**src/rtl/stream_demux_1_2.sv**
```systemverilog
`default_nettype none
// ============================================================================
// Module      : stream_demux_1_2
// Description : Registered 1-to-2 stream demultiplexer with valid/ready
//               handshake. Whole packets (delimited by in_last) are routed to
//               output 0 or output 1; the route is chosen by in_sel on a
//               packet's first beat and locked until its last beat. Each
//               output keeps a wrapping count of packets fully emitted.
// Ports       : clk, rst              - clock, synchronous active-high reset
//               in_data/valid/last    - input beat
//               in_sel                - destination, sampled on first beat
//               in_ready              - input beat accepted this cycle
//               outN_data/valid/last  - output N registered beat (N = 0, 1)
//               outN_ready            - output N consumer accepts
//               pkt_cnt0/1            - completed packets per output
// Revision    : 1.0 - initial release
// ============================================================================
module stream_demux_1_2 #(
    parameter int DATA_W = 8,
    parameter int CNT_W  = 8
) (
    input  logic              clk,
    input  logic              rst,
    input  logic [DATA_W-1:0] in_data,
    input  logic              in_valid,
    input  logic              in_last,
    input  logic              in_sel,
    output logic              in_ready,
    output logic [DATA_W-1:0] out0_data,
    output logic              out0_valid,
    output logic              out0_last,
    input  logic              out0_ready,
    output logic [DATA_W-1:0] out1_data,
    output logic              out1_valid,
    output logic              out1_last,
    input  logic              out1_ready,
    output logic [CNT_W-1:0]  pkt_cnt0,
    output logic [CNT_W-1:0]  pkt_cnt1
);

    localparam logic [0:0] ST_IDLE = 1'b0;
    localparam logic [0:0] ST_BUSY = 1'b1;

    logic [0:0]             r_state;
    logic                   r_route;
    logic [1:0]             r_valid;
    logic [1:0]             r_last;
    logic [1:0][DATA_W-1:0] r_data;
    logic [1:0][CNT_W-1:0]  r_cnt;

    logic       w_esel;
    logic [1:0] w_out_ready;
    logic [1:0] w_out_xfer;
    logic [1:0] w_load;
    logic       w_in_ready;
    logic       w_in_xfer;

    // The route latched at the first beat wins for the rest of the packet,
    // so in_sel toggling mid-packet cannot split it across outputs.
    assign w_esel      = (r_state == ST_IDLE) ? in_sel : r_route;
    assign w_out_ready = {out1_ready, out0_ready};
    assign w_out_xfer  = r_valid & w_out_ready;

    // Only the targeted output register gates acceptance; the other one
    // drains on its own and never stalls this stream.
    assign w_in_ready = ~r_valid[w_esel] | w_out_ready[w_esel];
    assign w_in_xfer  = in_valid & w_in_ready;
    assign w_load     = {w_in_xfer & w_esel, w_in_xfer & ~w_esel};

    always_ff @(posedge clk) begin
        if (rst) begin
            r_state <= ST_IDLE;
            r_route <= 1'b0;
        end else if (w_in_xfer) begin
            if (in_last) begin
                r_state <= ST_IDLE;
            end else if (r_state == ST_IDLE) begin
                r_state <= ST_BUSY;
                r_route <= in_sel;
            end
        end
    end

    // A load takes priority over a drain, so a beat leaving and a new beat
    // arriving in the same cycle keeps valid high with the new payload.
    always_ff @(posedge clk) begin
        if (rst) begin
            r_valid <= '0;
            r_last  <= '0;
            r_data  <= '0;
            r_cnt   <= '0;
        end else begin
            for (int n = 0; n < 2; n++) begin
                if (w_load[n]) begin
                    r_valid[n] <= 1'b1;
                    r_data[n]  <= in_data;
                    r_last[n]  <= in_last;
                end else if (w_out_xfer[n]) begin
                    r_valid[n] <= 1'b0;
                end
                if (w_out_xfer[n] && r_last[n]) begin
                    r_cnt[n] <= r_cnt[n] + CNT_W'(1);
                end
            end
        end
    end

    assign in_ready   = w_in_ready;
    assign out0_data  = r_data[0];
    assign out0_valid = r_valid[0];
    assign out0_last  = r_last[0];
    assign out1_data  = r_data[1];
    assign out1_valid = r_valid[1];
    assign out1_last  = r_last[1];
    assign pkt_cnt0   = r_cnt[0];
    assign pkt_cnt1   = r_cnt[1];

endmodule
`default_nettype wire

```
**config.mk**
```make
export PLATFORM = sky130hd
export DESIGN_NAME = stream_demux_1_2
export DESIGN_NICKNAME = d
export VERILOG_FILES = /design/src/rtl/stream_demux_1_2.sv
export SDC_FILE = /design/constraint.sdc
export NUM_CORES = 1
export LEC_CHECK = 0
export BUFFER_PORTS_ARGS = -buffer_cell sky130_fd_sc_hd__clkbuf_2
export CAP_MARGIN = 5
export CELL_PAD_IN_SITES_DETAIL_PLACEMENT = 0
export CELL_PAD_IN_SITES_GLOBAL_PLACEMENT = 2
export CORE_MARGIN = 2
export CORE_UTILIZATION = 26
export CTS_CLUSTER_SIZE = 16
export DETAILED_ROUTE_END_ITERATION = 10
export HOLD_SLACK_MARGIN = 0.15
export PLACE_DENSITY = 0.84
export SKIP_CTS_REPAIR_TIMING = 1
export SLEW_MARGIN = 20
export SYNTH_ARGS = -nofsm -noshare
export SYNTH_HDL_FRONTEND = slang
export SYNTH_SLANG_ARGS = --single-unit
```
**constraint.sdc**
```tcl
create_clock -name clk -period 1.19 [get_ports clk]
set_input_delay 0.1785 -clock clk [delete_from_list [all_inputs] [get_ports clk]]
set_output_delay 0.1785 -clock clk [all_outputs]
set_load 0.03 [all_outputs]
```
### Yosys cells after proc, flatten, opt, wreduce, memory -nomap -nowiden

Cells that the tools add are included.

| word-level totals | value |
|---|---|
| bits of input ports | 15 |
| bits in registers | 38 |
| output and inout port bits | 37 |
| logic and storage cells | 36 |

| cells by class | value |
|---|---|
| bitwise logic cells | 8 |
| multiplexer cells | 10 |
| $add $sub $neg | 2 |
| magnitude comparators | 1 |
| reduce and logical (&&, ||, !) cells | 5 |

Operators by type and width:

| operator | number |
|---|---|
| 8-bit by 1-bit adder with 8-bit output (second input constant) | 2 |
| 1-bit two-way mux | 10 |
| 2-bit nonzero test | 2 |
| 1-bit AND | 3 |
| 1-bit NOT | 3 |
| 2-bit AND | 1 |
| 1-bit logical AND | 2 |
| 1-bit by 2-bit < comparator with 1-bit output (second input constant) | 1 |
| 2-bit AND reduction | 1 |
| 1-bit bitwise OR | 1 |

### Depth between registers and ports, before layout

Gate-level depths: netlist (run 1).

| depth | value |
|---|---|
| word-level depth | 8 |
| depth in mapped cells | 5 |
| depth with buffers taken out | 5 |

### Least setup slack after synthesis (run 1)

Ideal clock, no wire load.

| timing path | value |
|---|---|
| kind | register to register |
| from | reg r_last[1] |
| to | reg r_cnt, in the netlist pkt_cnt1[7] |
| buffers on the path | 0 |
| arrival time | 1.251 ns |
| cell stages (with the launch flop) | 5 |
| slack | -0.189 ns |
| clock period less this slack | 1.379 ns |
| library setup time | 0.128 ns |
| data required time | 1.062 ns |
| cell sequence | dfxtp_1 nand4_4 nor4_2 xnor2_1 nor2_1 |

| on the way | value |
|---|---|
| longest elaborated chain between the ends | 1 |

Ends and longest elaborated chain:

| item | RTL line | source |
|---|---|---|
| start, declared | 47 | `logic [1:0] r_last;` |
| start signal, assigned by index | 97 | `r_last[n] <= in_last;` |
| 1-bit logical AND | 101 | `if (w_out_xfer[n] && r_last[n]) begin` |
| end signal, assigned by index | 102 | `r_cnt[n] <= r_cnt[n] + CNT_W'(1);` |
| end, declared | 49 | `logic [1:0][CNT_W-1:0] r_cnt;` |

No other way between the ends.
A chain may end at the register's enable or synchronous reset.

### Worst setup path in the final report (run 1)

| timing path | value |
|---|---|
| from | reg r_state |
| to | out in_ready |

| on the way | value |
|---|---|
| longest elaborated chain between the ends | 5 |
| elaborated cells on any way between the ends | 7 |
| classes of those cells | mux (5); bitwise (2) |

Ends and longest elaborated chain:

| item | RTL line | source |
|---|---|---|
| start, declared | 44 | `logic [0:0] r_state;` |
| start signal, assigned | 72 | `r_state <= ST_IDLE;` |
| start signal, assigned | 76 | `r_state <= ST_IDLE;` |
| start signal, assigned | 78 | `r_state <= ST_BUSY;` |
| 1-bit two-way mux (*) | n/a |  |
| 1-bit two-way mux (implied by the code) (2 in a row) | 66 | `assign w_in_ready = ~r_valid[w_esel] \| w_out_ready[w_esel];` |
| 1-bit NOT | 66 |  |
| 1-bit bitwise OR (*) | 66 |  |
| end, declared | 28 | `output logic in_ready,` |

Mark *: on every way between the ends. The rest lies on a longest branch, timed or not. The select of a mux whose other input is x is not followed.

==> results.tsv, run 1 <==
stage	metric	value	unit
worst_setup_path	required	1010	ps
detailed_routing	vias	1288	
synth	yosysMostFrequentCell	dfxtp_1	
clock_network	cts-root-buf	clkbuf_8	
timing	whs	140	ps
worst_setup_path	critPathMaxStageDelay	360	ps
synth	ys_seq_elements	38	
timing	skew	4.13	ps
placement	placed_area	0.00194	sq mm
floorplan	core	0.00582	sq mm
floorplan	die_area	0.00655	sq mm
synth	yosysTopAreaCell	dfxtp_1	
grt	grt_overflow_total	0	
detailed_routing	drcViolationCount	0	
cells_and_area	fin_cells	295	
timing	relSlewSlack	81.8	%
synth	ys_seq_area_share	49.5	%
clock_network	clkSinkCount	38	
timing	drv_slew	0	
detailed_routing	vias_per_cell	4.37	
detailed_routing	drt-total-wl	3.39	mm
synth	synth-adder-area-share	1.63	%
grt	grt_pass1_wl	5.26	mm
timing	tightest_slew	270	ps
timing	finalSetupViolCount	21	
clock_network	clk_pin_slew	80	ps
grt	grt_pass1_vias	1124	
cells_and_area	diodes	0	
worst_setup_path	crit_type	reg2out	
worst_setup_path	endpoint_kind	output pin	
synth	yosysTopAreaCellShare	49.5	%
synth	synthArstFlopShare	0	%
synth	ys.flop_type	dfxtp_1	
outcome	run_status	complete, but fails checks	
grt	busiest_layer	met2	
hold_path	hp-class	in2reg	
floorplan	die_y	80.9	um
cells_and_area	syn_to_final_growth	40.4	%
detailed_routing	drt_first_pass_iters	4	
placement	post-place-ws	-117	ps
pwr	vdd_drop_max	709	uV
synth	synth_edf_count	0	
detailed_routing	ant_nets	0	
clock_network	htreeDepth	2	
outcome	failed_checks	negative setup slack	
clock_network	worstSkewPairLatency	280	ps
worst_setup_path	critical-path-top-delay-family	multiplexers	
worst_setup_path	path_cells	mux2i_4, mux2_4, buf_6	
cells_and_area	multiInputGateArea	797	sq um
synth	synth_top_family_by_area	simple AND/OR/NAND/NOR gates	
cells_and_area	register_area	781	sq um
synth	synth_nets	172	
synth	synth_cell_types	29	
timing	min_period	1560	ps
floorplan	row_count	28	
worst_setup_path	path_buf_inv	1	
timing	fin_crit_sh	131	%
floorplan	initial_core_util	26.4	%
job	maxCapViolCount	0	
detailed_routing	route.detailed.wl_per_inst	11.5	um
worst_setup_path	arrival	1380	ps
placement	place_inst	284	
placement	gp_congestion	0.692	
grt	grt_max_degree	21	
grt	track_usage	10.3	%
synth	ys_top_cells_by_count	dfxtp_1, nor2_1, mux2i_1, nand2_1, a21oi_1	
timing	finalSetupTns	-2040	ps
worst_setup_path	worst-path-max-fanout	3	
timing	hold_viol_final	0	
worst_setup_path	cpMaxStageDelayCell	dfxtp_2	
pwr	p_leak	0.00101	uW
synth	synth_mux_area_share	14.0	%
timing	fmax	641	MHz
worst_setup_path	worstSetupStartpointType	register	
synth	yosysWarnings	0	
cells_and_area	drive_gt1_share	43.2	%
floorplan	pin_count	52	
synth	synth_xor_area_share	6.27	%
synth	ys_top_cells_by_area	dfxtp_1, mux2i_1, nor2_1, xnor2_1, xor2_1	
detailed_routing	drt-initial-drc-count	70	
cells_and_area	fin_nets	236	
pwr	p_per_area	1290	mW/mm^2
grt	use_met1	13.7	%
floorplan	dieWidth	80.9	um
placement	dpl.hpwl	2.41	mm
synth	synthesis.area	0.00154	sq mm
timing	rsz0062_at_grt	true	
clock_network	cts_buffers	5	
grt	grt_use_met3	3.00	%
clock_network	clockBufferDepth	2	
synth	synthCells	155	
cells_and_area	nFillCells	638	
cells_and_area	final_cell_area	0.00216	sq mm
clock_network	cts_tree	yes	
synth	synth_compound_area_share	4.56	%
synth	yosys.area_share.simple	21.2	%
synth	avgSynthCellArea	9.92	sq um
grt	antenna_found_initial	0	
grt	met2_usage	16.0	%
timing	setup_ws	-370	ps
placement	port-buffer-count	51	
[power by group]
part	internal (uW)	switching [uW]	leakage, uW	total [uW]
clock	623	471	0.0000504	1090
sequential	1320	30.2	0.000315	1350
combinational	144	207	0.000649	351
total	2080	708	0.00101	2790
[cell type report]
cell class	instances	area share, %
Tap cell	75	4.35
Multi-Input combinational cell	110	36.9
Timing Repair Buffer	64	17.3
Clock buffer	5	3.19
Sequential cell	38	36.2
Clock inverter	3	2.09
[worst min-delay path: cells and delay by family]
kind                   cells  cell delay (ps)
multiplexers               1               60
AND/OR/NAND/NOR            1               70
buffers and inverters      1               90
[cells by family (layout without fill, tap and decap cells)]
logic type      after synthesis  after routing
simple gates                 63             63
buf+inv                       7             72
flops                        38             38
fa+ha+maj                     2              2
compound gates               13             13
xor+xnor                     11             11
mux                          21             21
[path summary, 6_finish.rpt]
kind / startpoint / to / slack (ps) / depth (start not counted)
max reg2reg: r_state / out1_data[4] / -130 / 4
min reg2reg: pkt_cnt0[1] / pkt_cnt0[1] / 490 / 2
min: in_data[3] / out0_data[3] / 140 / 3
max: r_state / in_ready / -370 / 3
[state kept, by name, indices dropped and copies added (netlist names)]
| register | cells |
|---|---|
| out0_data | 8 |
| out1_data | 8 |
| pkt_cnt0 | 8 |
| pkt_cnt1 | 8 |
| r_last | 2 |
| r_route | 1 |
| r_state | 1 |
| r_valid | 2 |
[layout by cell type, fill, tap and decap left out, types with 2 or more instances in the layout]
cell | Yosys | routed
nor3_2 | 0 | 2
o21ai_0 | 3 | 3
buf_4 | 0 | 8
nand3_2 | 1 | 2
nand2b_1 | 2 | 2
clkbuf_2 | 0 | 48
mux2i_1 | 19 | 19
nand3_1 | 4 | 3
dfxtp_2 | 0 | 10
nor2_1 | 30 | 30
buf_6 | 1 | 3
a21oi_2 | 0 | 2
nand2_1 | 9 | 9
buf_2 | 0 | 2
xor2_1 | 5 | 5
clkinvlp_4 | 0 | 2
nand4_1 | 4 | 4
dfxtp_4 | 0 | 2
dlygate4sd3_1 | 0 | 3
clkbuf_8 | 0 | 5
dfxtp_1 | 38 | 26
a21oi_1 | 7 | 5
xnor2_1 | 6 | 6
and3_1 | 2 | 2
or3_1 | 3 | 2
nor3_1 | 4 | 2
[routing by layer]
metal,routed length (um),share of wire [%]
met1,1610,47
met2,1600,47
met3,150,4.4
met4,31,0.92
met5,0,0
[through the flow]
stage,total power [uW],utilization (%)
6_report,2790,37.1
5_1_grt,2940,37.1
4_1_cts,2830,35.3
3_5_place_dp,1710,33.3
3_3_place_gp,1700,33.3
2_1_floorplan,1590,-
Note: power is estimated with default switching activity, not from simulation.
==> run 2, diff against run 1 <==
Settings changed: RECOVER_POWER set to 50.
==> results.tsv, run 2 (same netlist as run 1, synthesis figures left out) <==
stage	metric	value	unit	change
outcome	run_status	complete, but fails checks		
outcome	failed_checks	negative setup slack		
pwr	p_per_area	1290	mW/mm^2	+0.17%
detailed_routing	vias	1288		unchanged
floorplan	dieWidth	80.9	um	unchanged
timing	skew	4.16	ps	+0.0256 ps
worst_setup_path	worst-path-max-fanout	3		unchanged
floorplan	pin_count	52		unchanged
grt	busiest_layer	met2		
timing	setup_ws	-370	ps	+0.0180 ps
worst_setup_path	arrival	1380	ps	about the same
detailed_routing	route.detailed.wl_per_inst	11.5	um	about the same
cells_and_area	final_util	37.0	%	-0.086 points
cells_and_area	diodes	0		unchanged
worst_setup_path	cpMaxStageDelayCell	dfxtp_2		
floorplan	die_area	0.00655	sq mm	unchanged
placement	dpl.hpwl	2.41	mm	unchanged
cells_and_area	final_cell_area	0.00215	sq mm	-0.23%
detailed_routing	drcViolationCount	0		unchanged
worst_setup_path	worstSetupStartpointType	register		
grt	met2_usage	16.0	%	unchanged
cells_and_area	fin_nets	236		unchanged
detailed_routing	drt-initial-drc-count	70		unchanged
clock_network	clk_pin_slew	80	ps	about the same
floorplan	initial_core_util	26.4	%	unchanged
detailed_routing	drt_first_pass_iters	4		unchanged
floorplan	row_count	28		unchanged
detailed_routing	drt-total-wl	3.38	mm	about the same
clock_network	cts_buffers	5		unchanged
grt	antenna_found_initial	0		unchanged
grt	use_met1	13.7	%	unchanged
clock_network	clkSinkCount	38		unchanged
worst_setup_path	endpoint_kind	output pin		
grt	track_usage	10.3	%	unchanged
worst_setup_path	path_cells	mux2i_4, mux2_4, buf_6		
cells_and_area	drive_gt1_share	42.3	%	-0.91 points
timing	fin_crit_sh	131	%	about the same
cells_and_area	fin_cells	295		unchanged
timing	drv_slew	0		unchanged
grt	grt_pass1_vias	1124		unchanged
grt	grt_use_met3	3.00	%	unchanged
timing	rsz0062_at_grt	true		
detailed_routing	vias_per_cell	4.37		unchanged
worst_setup_path	crit_type	reg2out		
pwr	vdd_drop_max	709	uV	about the same
grt	grt_pass1_wl	5.26	mm	unchanged
clock_network	cts_tree	yes		
timing	min_period	1560	ps	-0.0180 ps
clock_network	htreeDepth	2		unchanged
grt	grt_max_degree	21		unchanged
floorplan	core	0.00582	sq mm	unchanged
clock_network	clockBufferDepth	2		unchanged
cells_and_area	layout_commonest_cell	clkbuf_2		
placement	port-buffer-count	51		unchanged
cells_and_area	syn_to_final_growth	40.1	%	
cells_and_area	layout_common_cells	clkbuf_2, nor2_1, dfxtp_1		
timing	hold_viol_final	0		unchanged
timing	relSlewSlack	76.3	%	-5.6 points
placement	gp_congestion	0.692		unchanged
timing	fmax	641	MHz	about the same
placement	place_inst	284		unchanged
floorplan	die_y	80.9	um	unchanged
worst_setup_path	critPathMaxStageDelay	360	ps	about the same
worst_setup_path	required	1010	ps	about the same
clock_network	worstSkewPairLatency	280	ps	about the same
timing	tightest_slew	358	ps	+88.0 ps
job	maxCapViolCount	0		unchanged
pwr	p_leak	0.00101	uW	-0.47%
timing	finalSetupViolCount	21		unchanged
clock_network	cts-root-buf	clkbuf_8		
hold_path	hp-class	in2reg		
placement	placed_area	0.00194	sq mm	unchanged
grt	grt_overflow_total	0		unchanged
detailed_routing	ant_nets	0		unchanged
[run 2: area by class of cell]
| cell class | count | area, sq um |
|---|---|---|
| clock inverters | 3 | 45.0 |
| flip-flops and latches | 38 | 779 |
| repair buffers | 64 | 370 |
| well taps | 75 | 93.8 |
| clock buffers | 5 | 68.8 |
| fillers | 637 | 3660 |
| multi-input cells | 110 | 797 |
[run 2: report_power, final]
group	switching [uW]	leakage (uW)	internal, uW
clock	471	0.0000504	623
sequential	30.2	0.000315	1320
combinational	207	0.000645	142
[run 2: per-stage QoR]
stage               hold slack, ps  total power (uW)  TNS (ps)  worst slack (ps)
floorplan                      281              1590      -629             -68.2
global placement               428              1700     -1240              -109
detailed placement             435              1710     -1440              -117
CTS                            117              2830     -2120              -450
global route                   153              2930     -3980              -432
finish                         140              2790     -2090              -370
[run 2: path summary, 6_finish.rpt]
check,from,cells after the start,endpoint,slack (ps)
setup / recovery,r_state,3,in_ready,-370
hold / removal,in_data[3],3,out0_data[3],140
setup reg to reg,r_state,4,r_last[1],-130
hold reg to reg,out0_data[7],2,out0_data[7],500
[run 2: metal layers]
metal  vias up  part of all wire, %  wire length (um)
li1        661                    -                 -
met3         5                  4.4               149
met2        35                   47              1600
met1       587                   47              1610
met4         0                 0.92                31
met5         -                    0                 0
[run 2: critical path: cells and delay by family, from the launching register on]
family / cells / cell delay (ps)
buf+inv: 1 / 140
flops: 1 / 360
mux: 2 / 600
